### src/rtl/audio_pkg.sv
// Shared constants for the tone-to-I2S audio back end: widths, divider taps
// and the frame load point.
package audio_pkg;

  localparam int DIV_W    = 22;
  localparam int SAMPLE_W = 16;
  localparam int DCNT_W   = 9;

  localparam int MCLK_BIT = 1;
  localparam int SCK_BIT  = 3;
  localparam int LRCK_BIT = 8;

  localparam logic [DCNT_W-1:0] FRAME_LOAD_CNT = 9'd15;

  // The same sample is sent on both channels of a frame.
  function automatic logic [2*SAMPLE_W-1:0] stereo_word(input logic [SAMPLE_W-1:0] s);
    return {s, s};
  endfunction

endpackage

### src/rtl/tone_i2s_out_note_gen.sv
// Square-wave tone generator: half-period counter, phase bit and the
// volume select that forms the current sample.
module note_gen #(
  parameter int DIV_W    = audio_pkg::DIV_W,
  parameter int SAMPLE_W = audio_pkg::SAMPLE_W
) (
  input  logic                clk,
  input  logic                rst,
  input  logic [DIV_W-1:0]    note_div,
  input  logic [SAMPLE_W-1:0] vol,
  input  logic [SAMPLE_W-1:0] vol_minus,
  output logic [SAMPLE_W-1:0] sample
);

  localparam logic [DIV_W-1:0] DIV_ZERO = {DIV_W{1'b0}};
  localparam logic [DIV_W-1:0] DIV_ONE  = {{(DIV_W-1){1'b0}}, 1'b1};

  logic [DIV_W-1:0] tcnt_q, tcnt_d;
  logic             phase_q, phase_d;
  logic [DIV_W-1:0] note_div_q, note_div_d;

  // A note change outranks a same-cycle wrap, so phase restarts low.
  always_comb begin
    tcnt_d     = tcnt_q;
    phase_d    = phase_q;
    note_div_d = note_div;
    if (note_div == DIV_ZERO) begin
      tcnt_d  = DIV_ZERO;
      phase_d = 1'b0;
    end else if (note_div != note_div_q) begin
      tcnt_d  = DIV_ZERO;
      phase_d = 1'b0;
    end else if (tcnt_q == (note_div - DIV_ONE)) begin
      tcnt_d  = DIV_ZERO;
      phase_d = ~phase_q;
    end else begin
      tcnt_d  = tcnt_q + DIV_ONE;
      phase_d = phase_q;
    end
  end

  // Tone state registers.
  always_ff @(posedge clk) begin
    if (rst) begin
      tcnt_q     <= DIV_ZERO;
      phase_q    <= 1'b0;
      note_div_q <= DIV_ZERO;
    end else begin
      tcnt_q     <= tcnt_d;
      phase_q    <= phase_d;
      note_div_q <= note_div_d;
    end
  end

  // Silence is forced directly so a stale phase never leaks out.
  assign sample = (note_div == DIV_ZERO) ? {SAMPLE_W{1'b0}}
                                         : (phase_q ? vol : vol_minus);

endmodule

### src/rtl/tone_i2s_out.sv
// Tone back end: frame clock divider plus 32-bit I2S serialiser fed by
// the note generator.
module tone_i2s_out #(
  parameter int DIV_W    = audio_pkg::DIV_W,
  parameter int SAMPLE_W = audio_pkg::SAMPLE_W
) (
  input  logic                clk,
  input  logic                rst,
  input  logic [DIV_W-1:0]    note_div,
  input  logic [SAMPLE_W-1:0] vol,
  input  logic [SAMPLE_W-1:0] vol_minus,
  output logic                audio_mclk,
  output logic                audio_sck,
  output logic                audio_lrck,
  output logic                audio_sdin
);

  import audio_pkg::*;

  localparam int SR_W = 2 * SAMPLE_W;

  logic [SAMPLE_W-1:0] sample;
  logic [DCNT_W-1:0]   dcnt_q, dcnt_d;
  logic [SR_W-1:0]     shreg_q, shreg_d;

  note_gen #(
    .DIV_W    (DIV_W),
    .SAMPLE_W (SAMPLE_W)
  ) u_gen (
    .clk       (clk),
    .rst       (rst),
    .note_div  (note_div),
    .vol       (vol),
    .vol_minus (vol_minus),
    .sample    (sample)
  );

  // Shift on every SCK fall; the slot-0 fall reloads instead, giving the one-bit I2S delay.
  always_comb begin
    dcnt_d  = dcnt_q + 9'd1;
    shreg_d = shreg_q;
    if (dcnt_q == FRAME_LOAD_CNT) begin
      shreg_d = stereo_word(sample);
    end else if (dcnt_q[SCK_BIT:0] == {(SCK_BIT+1){1'b1}}) begin
      shreg_d = shreg_q << 1;
    end else begin
      shreg_d = shreg_q;
    end
  end

  // Divider and shift register.
  always_ff @(posedge clk) begin
    if (rst) begin
      dcnt_q  <= {DCNT_W{1'b0}};
      shreg_q <= {SR_W{1'b0}};
    end else begin
      dcnt_q  <= dcnt_d;
      shreg_q <= shreg_d;
    end
  end

  assign audio_mclk = dcnt_q[MCLK_BIT];
  assign audio_sck  = dcnt_q[SCK_BIT];
  assign audio_lrck = dcnt_q[LRCK_BIT];
  assign audio_sdin = shreg_q[SR_W-1];

endmodule
### config.mk
export PLATFORM = sky130hd
export DESIGN_NAME = tone_i2s_out
export DESIGN_NICKNAME = d
export VERILOG_FILES = /design/src/rtl/audio_pkg.sv /design/src/rtl/tone_i2s_out_note_gen.sv /design/src/rtl/tone_i2s_out.sv
export SDC_FILE = /design/constraint.sdc
export NUM_CORES = 1
export LEC_CHECK = 0
export ABC_AREA = 1
export CORE_MARGIN = 4
export CORE_UTILIZATION = 51
export CTS_CLUSTER_DIAMETER = 30
export DETAILED_ROUTE_END_ITERATION = 10
export MAX_ROUTING_LAYER = met4
export PLACE_DENSITY = 0.76
export SLEW_MARGIN = 15
export SYNTH_ARGS = -nofsm -noshare
export SYNTH_HDL_FRONTEND = slang
export SYNTH_SLANG_ARGS = --single-unit
### constraint.sdc
create_clock -name clk -period 2.3 [get_ports clk]
set_clock_uncertainty 0.2 [all_clocks]
set_input_delay 0.46 -clock clk [delete_from_list [all_inputs] [get_ports clk]]
set_output_delay 0.46 -clock clk [all_outputs]
set_load 0.02 [all_outputs]
==> metrics.csv, run 1 <==
stage,metric,value,unit
pwr,ir_drop,327,uV
worst_setup_path,worst_setup_path_end_kind,flop,
sta,finalCritPeriodShare,0.979,
global_routing,met3_usage,0.0386,
logic_synthesis,synthFlopType,dfxtp_1,
sta,setup_viol,0,
clocking,h-tree-depth,3,
place,pre_cts_slack,-0.555,ns
logic_synthesis,synth_cell_type_count,39,
logic_synthesis,synth_cells,700,
global_routing,grt_busiest_layer,met2,
global_routing,met1_usage,0.284,
global_routing,grt.overflow.total,0,
worst_setup_path,max_stage_delay,0.28,ns
sta,final-hold-violation-count,0,
logic_synthesis,synth_top_area_frac,0.354,
floorplanning,rows,35,
route,vias,4816,
global_routing,met2_usage,0.365,
global_routing,grt_pass1_vias,4509,
logic_synthesis,synth_edf_count,0,
route,viasPerCell,5.10,
logic_synthesis,synth_commonest_cells,"167 x nand2_1, 86 x dfxtp_1, 79 x nor2_1",
floorplanning,num_io_pins,60,
clocking,clock_path_buffers,2,
sta,min_period,2.25,ns
sta,drv_slew,0,
logic_synthesis,ys_top_cells_by_area,"dfxtp_1 35%, nand2_1 13%, o21ai_0 6.9%",
clocking,cts_hold_buf,0,
worst_setup_path,worstPathCellList,"clkdlybuf4s15_1, nor2_2, nand2_2, nor2_4, nand3_1, nand2_1, nand2_1, nand2_1, nand3_1, nor2_2, nand3_4, buf_6, nand3_1, nor2_1",
sta,setup_ws,0.0474,ns
logic_synthesis,ys_async_sr_fraction,0,
logic_synthesis,synth_fp_nets,759,
clocking,path_clk_slew,0.09,ns
logic_synthesis,yosys.area.top_type,dfxtp_1,
floorplanning,dieWidth,106,microns
route,drt_iter0_drc,290,
run,drv_cap,0,
global_routing,grt_start_max_net_pins,35,
route,drc_errors,0,
logic_synthesis,synth_warnings,0,
pwr,p_leak,2.79,nW
floorplanning,initial_core_util,0.526,
clocking,cts_tree,built,
cells_and_area,final_layout_size_suffix_gt1_frac,0.216,
sta,rsz0062_at_grt,yes,
floorplanning,die-area,0.0112,sq mm
global_routing,grt_usage,0.226,
pwr,power_density,475,mW/mm^2
worst_setup_path,required,2.36,ns
clocking,cts-root-buf,clkbuf_8,
min_path,hp-class,in -> reg,
sta,slew_headroom,0.621,
pwr,finalPower,3.01,mW
cells_and_area,area_delta_synth_final,30.3,%
worst_setup_path,cp.arrival,2.31,ns
route,drt_wl_total,12300,microns
sta,max_freq,444,MHz
place,post-dp-hpwl,9010,microns
sta,tightest_slew,0.565,ns
cells_and_area,fin_util,0.685,
logic_synthesis,post_synth.cell_area_avg,6.94,sq um
worst_setup_path,rrSetupSlack,0.14,ns
place,gp_congestion,0.932,
floorplanning,core,0.00924,sq mm
run_status,status,"complete, no violations",
logic_synthesis,synth-seq-cells,86,
clocking,clk_latency,0.37,ns
route,wl_per_cell,13.0,microns
floorplanning,die_h,106,microns
cells_and_area,num_antenna_cells,0,
worst_setup_path,path_max_fanout,6,
cells_and_area,nets,870,
route,dr.pass1.iters,6,
clocking,cts_num_sinks,86,
worst_setup_path,crit_type,in -> reg,
logic_synthesis,synth_most_common_cell,nand2_1,
global_routing,antenna_found_initial,0,
route,postRouteAntennaNets,0,
worst_setup_path,start_kind,primary input,
logic_synthesis,syn_area,0.00486,sq mm
logic_synthesis,yosysSeqAreaShare,0.354,
place,port-buffer-count,59,
clocking,cts_buffers,9,
worst_setup_path,cp_slowest_cell,clkdlybuf4s15_1,
global_routing,grt_pass1_wl,20200,microns
[routing by layer]
metal	vias up	wire [microns]
met5	-	0
met3	26	588
met2	136	5930
met1	2211	5450
li1	2443	-
met4	0	281
[through the flow]
| stage | instance area, sq um | std cells | hold slack (ns) | setup TNS (ns) |
|---|---|---|---|---|
| finish | 6330 | 945 | 0.186 | 0 |
| global route | 6330 | 945 | 0.207 | -0.328 |
| CTS | 6190 | 942 | 0.256 | 0 |
| detailed placement | 5940 | 923 | 0.239 | -25.42 |
| global placement | 5940 | 923 | 0.227 | -23.24 |
| floorplan | 4860 | 700 | 0.217 | 0 |
[worst paths after layout]
check | startpoint | to | cells past startpoint
setup / recovery | note_div[8] | u_gen.tcnt_q[18] | 14
setup reg to reg | u_gen.tcnt_q[0] | u_gen.tcnt_q[20] | 11
hold reg to reg | dcnt_q[0] | dcnt_q[0] | 1
hold / removal | note_div[10] | u_gen.note_div_q[10] | 3
[state kept, by name (all words and copies together), names as in the netlist]
register,flops
dcnt_q,9
u_gen.tcnt_q,22
u_gen.note_div_q,22
u_gen.phase_q,1
shreg_q,32
[where the power goes]
part / switching (mW) / leakage (nW) / internal, mW
clock network: 0.570 / 0.0984 / 0.512
registers: 0.0119 / 0.700 / 1.51
logic: 0.192 / 1.99 / 0.207
total: 0.774 / 2.79 / 2.23
[critical path: cells and delay by family]
kind	cells	cell delay, ns
and+or+nand+nor	12	1.40
buffers and inverters	2	0.45
[layout by cell type (no fill, tap or decap), drive strengths merged]
cell type	instances
xor2	26
a21oi	38
nor3	7
o211ai	1
bufinv	1
nor2	108
nand3b	2
inv	72
o21bai	3
xnor2	23
a21o	1
nand3	39
dfxtp	86
nand2	175
or2	5
nor4	4
clkbuf	16
dlymetal6s2s	9
ha	3
dlygate4sd2	3
clkinvlp	3
buf	64
clkinv	4
o21ai	69
clkdlybuf4s15	2
nand4	13
clkdlybuf4s50	39
[cell families after synthesis]
family,after synthesis,share of synthesized area
buf+inv,98,0.0819
xor+xnor,49,0.0883
compound gates,112,0.120
simple gates,352,0.348
flops,86,0.354
fa+ha+maj,3,0.00772
[cell type report]
| type | instances | area, sq um |
|---|---|---|
| fill | 787 | 2910 |
| multi-input combinational | 517 | 2890 |
| sequential | 86 | 1720 |
| timing repair buffer | 123 | 1070 |
| inverter | 73 | 278 |
| tap | 129 | 161 |
| clock buffer | 10 | 128 |
| clock inverter | 6 | 71.3 |
| timing repair inverter | 1 | 7.51 |
[what timing repair did]
item,in CTS,in global routing
pin swaps,7,20
endpoints found under the setup margin,54,54
cloned,1,1
resized for setup,23,55
setup buffers,2,2
Power figures use the tool's default switching activity.
==> inputs of run 2 (changes only) <==
--- a/config.mk
+++ b/config.mk
@@ -6,6 +6,7 @@
 export NUM_CORES = 1
 export LEC_CHECK = 0
 export ABC_AREA = 1
+export ABC_CLOCK_PERIOD_IN_PS = 2000
 export CORE_MARGIN = 4
 export CORE_UTILIZATION = 51
 export CTS_CLUSTER_DIAMETER = 30
==> constraint.sdc (replaced) <==
create_clock -name clk -period 2 [get_ports clk]
set_clock_uncertainty 0.2 [all_clocks]
set_input_delay 0.4 -clock clk [delete_from_list [all_inputs] [get_ports clk]]
set_output_delay 0.4 -clock clk [all_outputs]
set_load 0.02 [all_outputs]
==> metrics.csv, run 2 (synthesis results as in run 1) <==
stage,metric,value,unit
run_status,status,"complete, but fails checks",
run_status,violations,setup timing,
sta,max_freq,489,MHz
cells_and_area,regMostFlops,shreg_q,
cells_and_area,multi_input_area,0.00306,sq mm
worst_setup_path,required,2.10,ns
route,drt_iter0_drc,304,
cells_and_area,largest_reg_flops,32,
cells_and_area,area_delta_synth_final,38.6,%
pwr,finalPower,3.58,mW
floorplanning,num_io_pins,60,
worst_setup_path,worst_setup_path_end_kind,flop,
sta,rsz0062_at_grt,yes,
clocking,cts-root-buf,clkbuf_8,
route,dr.pass1.iters,4,
sta,fin_tns_setup,-0.162,ns
global_routing,grt_pass1_vias,4651,
global_routing,grt.overflow.total,0,
global_routing,met2_usage,0.380,
worst_setup_path,path_delay_family,simple AND/OR/NAND/NOR gates,
floorplanning,die_h,106,microns
cells_and_area,final_cell_area,0.00673,sq mm
sta,setup_ws,-0.0469,ns
route,viasPerCell,5.10,
global_routing,grt_busiest_layer,met2,
pwr,power_density,532,mW/mm^2
sta,slew_headroom,0.601,
global_routing,met3_usage,0.0410,
sta,setup_viol,11,
worst_setup_path,max_stage_delay,0.30,ns
min_path,hp-class,in -> reg,
route,postRouteAntennaNets,0,
sta,final-hold-violation-count,0,
run,drv_cap,0,
global_routing,met1_usage,0.312,
sta,finalCritPeriodShare,1.02,
place,gp_congestion,0.911,
floorplanning,dieWidth,106,microns
cells_and_area,final_cell_mix,"149 x nand2_1, 80 x buf_4, 78 x dfxtp_1, 63 x nor2_1, 62 x o21ai_0",
clocking,cts_buffers,9,
route,wl_per_cell,13.7,microns
sta,tightest_slew,0.595,ns
place,port-buffer-count,59,
worst_setup_path,worstPathCellList,"dlygate4sd2_1, buf_4, xnor2_1, nand2_1, nand2_1, nand2_1, nor2_1, nand2_1, nor2_2, nand3_4, buf_6, nand2_2, nand2_1, nor2_1",
place,placed_area,0.00604,sq mm
pwr,ir_drop,354,uV
clocking,cts_tree,built,
cells_and_area,final_layout_size_suffix_gt1_frac,0.299,
worst_setup_path,cp.arrival,2.15,ns
cells_and_area,nets,898,
route,vias,4956,
floorplanning,core,0.00924,sq mm
global_routing,grt_pass1_wl,21400,microns
global_routing,grt_start_max_net_pins,37,
route,drt_wl_total,13300,microns
route,drc_errors,0,
worst_setup_path,cp_slowest_cell,xnor2_1,
global_routing,grt_usage,0.240,
cells_and_area,fill_cells,709,
clocking,path_clk_slew,0.08,ns
cells_and_area,num_antenna_cells,0,
worst_setup_path,crit_buf_inv,3,
cells_and_area,area.sequential,0.00174,sq mm
sta,hold_ws,0.121,ns
floorplanning,initial_core_util,0.526,
clocking,cts_num_sinks,86,
floorplanning,die-area,0.0112,sq mm
worst_setup_path,path_max_fanout,6,
global_routing,antenna_found_initial,0,
cells_and_area,reg.largest.list,"shreg_q (32), u_gen.note_div_q (22), u_gen.tcnt_q (22)",
clocking,clk_latency,0.36,ns
floorplanning,rows,35,
worst_setup_path,start_kind,primary input,
sta,drv_slew,0,
worst_setup_path,worst_path_most_repeated_cell,nand2_1,
sta,min_period,2.05,ns
worst_setup_path,crit_type,in -> reg,
clocking,clock_path_buffers,2,
place,post-dp-hpwl,9000,microns
clocking,h-tree-depth,3,
cells_and_area,mostFrequentLayoutCell,nand2_1,
pwr,p_leak,2.95,nW
## run 2: cell types whose count changed in the layout (fill, tap and decap cells not counted), sizes merged, moves of 2 or more
cell,before,now
clkinv,4,2
clkdlybuf4s50,39,36
dlygate4sd2,3,6
dlymetal6s2s,9,1
clkbuf,16,10
buf,64,107
## run 2: power by group
group	internal (mW)	total [mW]	leakage, nW	switching (mW)
Sequential	1.74	1.75	0.704	0.0151
Clock	0.704	1.35	0.104	0.641
Combinational	0.247	0.487	2.14	0.240
## run 2: per-layer routing
metal	wire (microns)	share of wire
met1	5950	0.45
met2	6370	0.48
met3	694	0.052
met4	265	0.020
met5	0	0
## run 2: final timing paths
path,from,to,slack [ns],cells past startpoint
max,note_div[16],u_gen.phase_q,-0.05,14
min,note_div[12],u_gen.note_div_q[12],0.12,3
max reg2reg,u_gen.tcnt_q[1],u_gen.tcnt_q[17],0.01,10
min reg2reg,dcnt_q[0],dcnt_q[0],0.25,1
## run 2: layout make-up
cell class / instances / area share
Multi-Input combinational cell: 516 / 0.454
Clock buffer: 10 / 0.0190
Inverter: 73 / 0.0416
Sequential cell: 86 / 0.258
Clock inverter: 5 / 0.0124
Timing Repair Buffer: 153 / 0.191
Tap cell: 129 / 0.0240
## run 2: tightest hold or removal path: stages
cell and delay [ns]:
buf_2 0.15, inv_1 0.06, nor2_1 0.03
## run 2: repair_timing
item,CTS,global route
setup endpoints to repair,55,54
pin swaps,48,27
buffers inserted,16,7
hold endpoints to repair,0,0
gates cloned,0,1
gates resized for setup,123,62
hold buffers,0,0
## run 2: stage by stage
| stage | util | cells | setup slack (ns) |
|---|---|---|---|
| after detailed placement | 0.653 | 933 | -0.788 |
| after floorplan | - | 700 | -0.0936 |
| after global routing | 0.729 | 972 | -0.101 |
| after global placement | 0.653 | 933 | -0.741 |
| after CTS | 0.705 | 964 | -0.0293 |
| final | 0.729 | 972 | -0.0469 |
==> inputs of run 3 (changes only) <==
--- a/config.mk
+++ b/config.mk
@@ -12,8 +12,9 @@
 export CTS_CLUSTER_DIAMETER = 30
 export DETAILED_ROUTE_END_ITERATION = 10
 export MAX_ROUTING_LAYER = met4
-export PLACE_DENSITY = 0.76
+export PLACE_DENSITY = 0.75
 export SLEW_MARGIN = 15
 export SYNTH_ARGS = -nofsm -noshare
 export SYNTH_HDL_FRONTEND = slang
+export SYNTH_HIERARCHICAL = 1
 export SYNTH_SLANG_ARGS = --single-unit
==> metrics.csv, run 3 <==
stage,metric,value,unit
run,drv_cap,0,
worst_setup_path,worstPathCellList,"buf_8, clkinvlp_4, ha_4, nand2_4, nor2_4, nand2_1, nand2_1, nand2_1, nor2_1, nand2_1, nor2_2, nand2_2, nor2_4, nand3_4, buf_8, nand2_8, a21oi_2",
floorplanning,dieWidth,110,microns
logic_synthesis,synth-seq-cells,86,
logic_synthesis,synth_top_family_by_area,simple AND/OR/NAND/NOR gates,
floorplanning,rows,36,
global_routing,grt_start_max_net_pins,35,
floorplanning,initial_core_util,0.532,
worst_setup_path,path_delay_family,simple AND/OR/NAND/NOR gates,
clocking,cts_buffers,9,
cells_and_area,nets,1003,
route,drc_errors,0,
clocking,cts_tree,built,
pwr,power_frac_seq,0.515,
clocking,cts_num_sinks,86,
min_path,min_from,note_div[0],
logic_synthesis,synthFlopType,dfxtp_1,
floorplanning,core,0.00991,sq mm
logic_synthesis,yosys.area.top_type,dfxtp_1,
global_routing,grt_usage,0.236,
pwr,power_density,464,mW/mm^2
logic_synthesis,muxShareOfSynthArea,0,
logic_synthesis,yosysSeqAreaShare,0.327,
min_path,whs_path_depth,4,
place,port-buffer-count,59,
sta,hold_ws,0.206,ns
cells_and_area,mostFrequentLayoutCell,nand2_1,
sta,slew_headroom,0.735,
cells_and_area,final_cell_mix,"159 x nand2_1, 144 x nor2_1, 81 x dfxtp_1, 80 x inv_1, 78 x buf_4",
logic_synthesis,ys_async_sr_fraction,0,
place,post-dp-hpwl,9490,microns
global_routing,antenna_found_initial,0,
logic_synthesis,ys_top_cells_by_area,"dfxtp_1 33%, nand2_1 13%, nor2_1 12%",
pwr,p_leak,3.26,nW
run_status,violations,setup timing,
floorplanning,die-area,0.0120,sq mm
logic_synthesis,synth_most_common_cell,nand2_1,
clocking,h-tree-depth,3,
min_path,worstHoldEndpoint,u_gen/note_div_q[0],
sta,max_freq,476,MHz
clocking,path_clk_slew,0.09,ns
route,wl_per_cell,13.2,microns
clocking,clk_latency,0.37,ns
route,dr.pass1.iters,5,
route,postRouteAntennaNets,0,
sta,rsz0062_at_grt,yes,
logic_synthesis,synthAdderAreaFrac,0.00712,
cells_and_area,regMostFlops,shreg_q,
route,viasPerCell,5.02,
cells_and_area,final_layout_size_suffix_gt1_frac,0.308,
sta,setup_ws,-0.0994,ns
min_path,hp-class,in -> reg,
logic_synthesis,synth_xor_area_frac,0.0698,
cells_and_area,area_delta_synth_final,39.3,%
logic_synthesis,synth_cells,804,
sta,fin_tns_setup,-1.11,ns
worst_setup_path,required,2.06,ns
sta,final-hold-violation-count,0,
logic_synthesis,synth_cell_type_count,40,
worst_setup_path,crit_buf_inv,3,
cells_and_area,final_cell_area,0.00734,sq mm
worst_setup_path,r2r_start,u_gen/tcnt_q[4],
worst_setup_path,rrSetupSlack,-0.07,ns
worst_setup_path,timing.rr.end,u_gen/tcnt_q[17],
clocking,clock_path_buffers,2,
pwr,clock_power_share,0.330,
place,placed_area,0.00652,sq mm
cells_and_area,num_antenna_cells,0,
global_routing,grt.overflow.total,0,
worst_setup_path,worst_setup_path_end_kind,flop,
sta,drv_slew,0,
worst_setup_path,crit_type,in -> reg,
global_routing,grt_pass1_wl,22400,microns
pwr,power_switching,0.942,mW
pwr,ir_drop,368,uV
cells_and_area,largest_reg_flops,32,
worst_setup_path,cp_slowest_cell,ha_4,
logic_synthesis,synth_compound_area_frac,0.0992,
logic_synthesis,post_synth.cell_area_avg,6.56,sq um
clocking,cts-root-buf,clkbuf_8,
pwr,p_int,2.46,mW
logic_synthesis,synth_fp_nets,863,
sta,setup_viol,24,
run_status,status,"complete, but fails checks",
pwr,swShare,0.277,
pwr,combPwrFrac,0.155,
worst_setup_path,path_max_fanout,5,
route,vias,5436,
place,gp_congestion,0.972,
logic_synthesis,synth_commonest_cells,"183 x nand2_1, 171 x nor2_1, 114 x inv_1",
worst_setup_path,worst_path_most_repeated_cell,nand2_1,
logic_synthesis,synth_top_area_frac,0.327,
cells_and_area,reg.largest.list,"shreg_q (32), u_gen/note_div_q (22), u_gen/tcnt_q (22)",
floorplanning,die_h,110,microns
pwr,finalPower,3.41,mW
worst_setup_path,start_kind,primary input,
worst_setup_path,cp.arrival,2.15,ns
logic_synthesis,synthSimpleGateAreaFrac,0.383,
sta,min_period,2.10,ns
sta,tightest_slew,0.398,ns
floorplanning,num_io_pins,60,
worst_setup_path,reg2regPathDepth,15,
route,drt_iter0_drc,290,
worst_setup_path,cp.depth,17,
logic_synthesis,syn_area,0.00527,sq mm
worst_setup_path,max_stage_delay,0.17,ns
logic_synthesis,synth_warnings,6,
route,drt_wl_total,14300,microns
logic_synthesis,synth_edf_count,0,
sta,finalCritPeriodShare,1.05,
global_routing,grt_pass1_vias,5151,
[run 3: changes by cell type in the layout (fill, tap and decap cells not counted), sizes merged, moves of 4 or more]
cell           previous run  this run
inv                      72       119
nand2                   174       192
xnor2                    23        17
nand3                    39        32
clkdlybuf4s15             3         7
o21ai                    69        43
nor2                    108       204
o21bai                    3        16
buf                     107        91
a21oi                    38        11
[run 3: cell type report]
class	count	area, sq um
clock buffers	10	128
repair buffers	147	1330
flip-flops and latches	86	1730
clock inverters	6	46.3
well taps	133	166
inverters	120	458
multi-input cells	580	3490
fillers	737	2570
[run 3: kinds of logic after synthesis]
group	Yosys count
adders and majority gates	3
buffers and inverters	141
and+or+nand+nor	457
DFF	86
xor gates and xnor gates	42
AOI/OAI and AO/OA	75
[run 3: worst max-delay path by stage]
stage                           start               end  slack [ns]
after floorplan           note_div[0]  u_gen/tcnt_q[13]       -0.19
after global placement    note_div[1]   u_gen/tcnt_q[0]       -0.89
after detailed placement  note_div[0]   u_gen/tcnt_q[2]       -0.92
after CTS                 note_div[0]     u_gen/phase_q       -0.02
after global routing      note_div[1]  u_gen/tcnt_q[17]       -0.21
final                     note_div[1]  u_gen/tcnt_q[17]        -0.1
[run 3: layer usage]
metal,share of wire,track usage,up-vias
met4,0.014,0.0721,0
li1,-,-,2741
met3,0.047,0.0399,33
met1,0.42,0.283,2523
met2,0.51,0.405,139
met5,0,-,-
[run 3: power groups by stage]
stage                     combinational, mW  sequential, mW  clock, mW
after floorplan                       0.212            1.79          0
after global placement                0.468            1.79          0
after detailed placement              0.477            1.79          0
after CTS                             0.486            1.75       1.15
after global routing                  0.579            1.76       1.24
final                                 0.530            1.75       1.12
[run 3: tightest hold or removal path, cell delays in order]
cell and delay, ns:
buf_8 0.10, clkinvlp_4 0.07, buf_4 0.13, nor2_1 0.04
[run 3: what timing repair did]
| action | 4_1_cts | 5_1_grt |
|---|---|---|
| cloned | 1 | 3 |
| pin swaps | 35 | 96 |
| setup buffers | 4 | 4 |
| endpoints found under the setup margin | 55 | 55 |
| resized for setup | 79 | 143 |
| hold buffers | 0 | 0 |
[run 3: per-stage QoR]
step | worst slack, ns | cells | utilization
6_report | -0.0994 | 1082 | 0.741
3_3_place_gp | -0.889 | 1054 | 0.658
2_1_floorplan | -0.188 | 804 | -
4_1_cts | -0.0182 | 1075 | 0.692
3_5_place_dp | -0.924 | 1054 | 0.658
5_1_grt | -0.205 | 1082 | 0.741
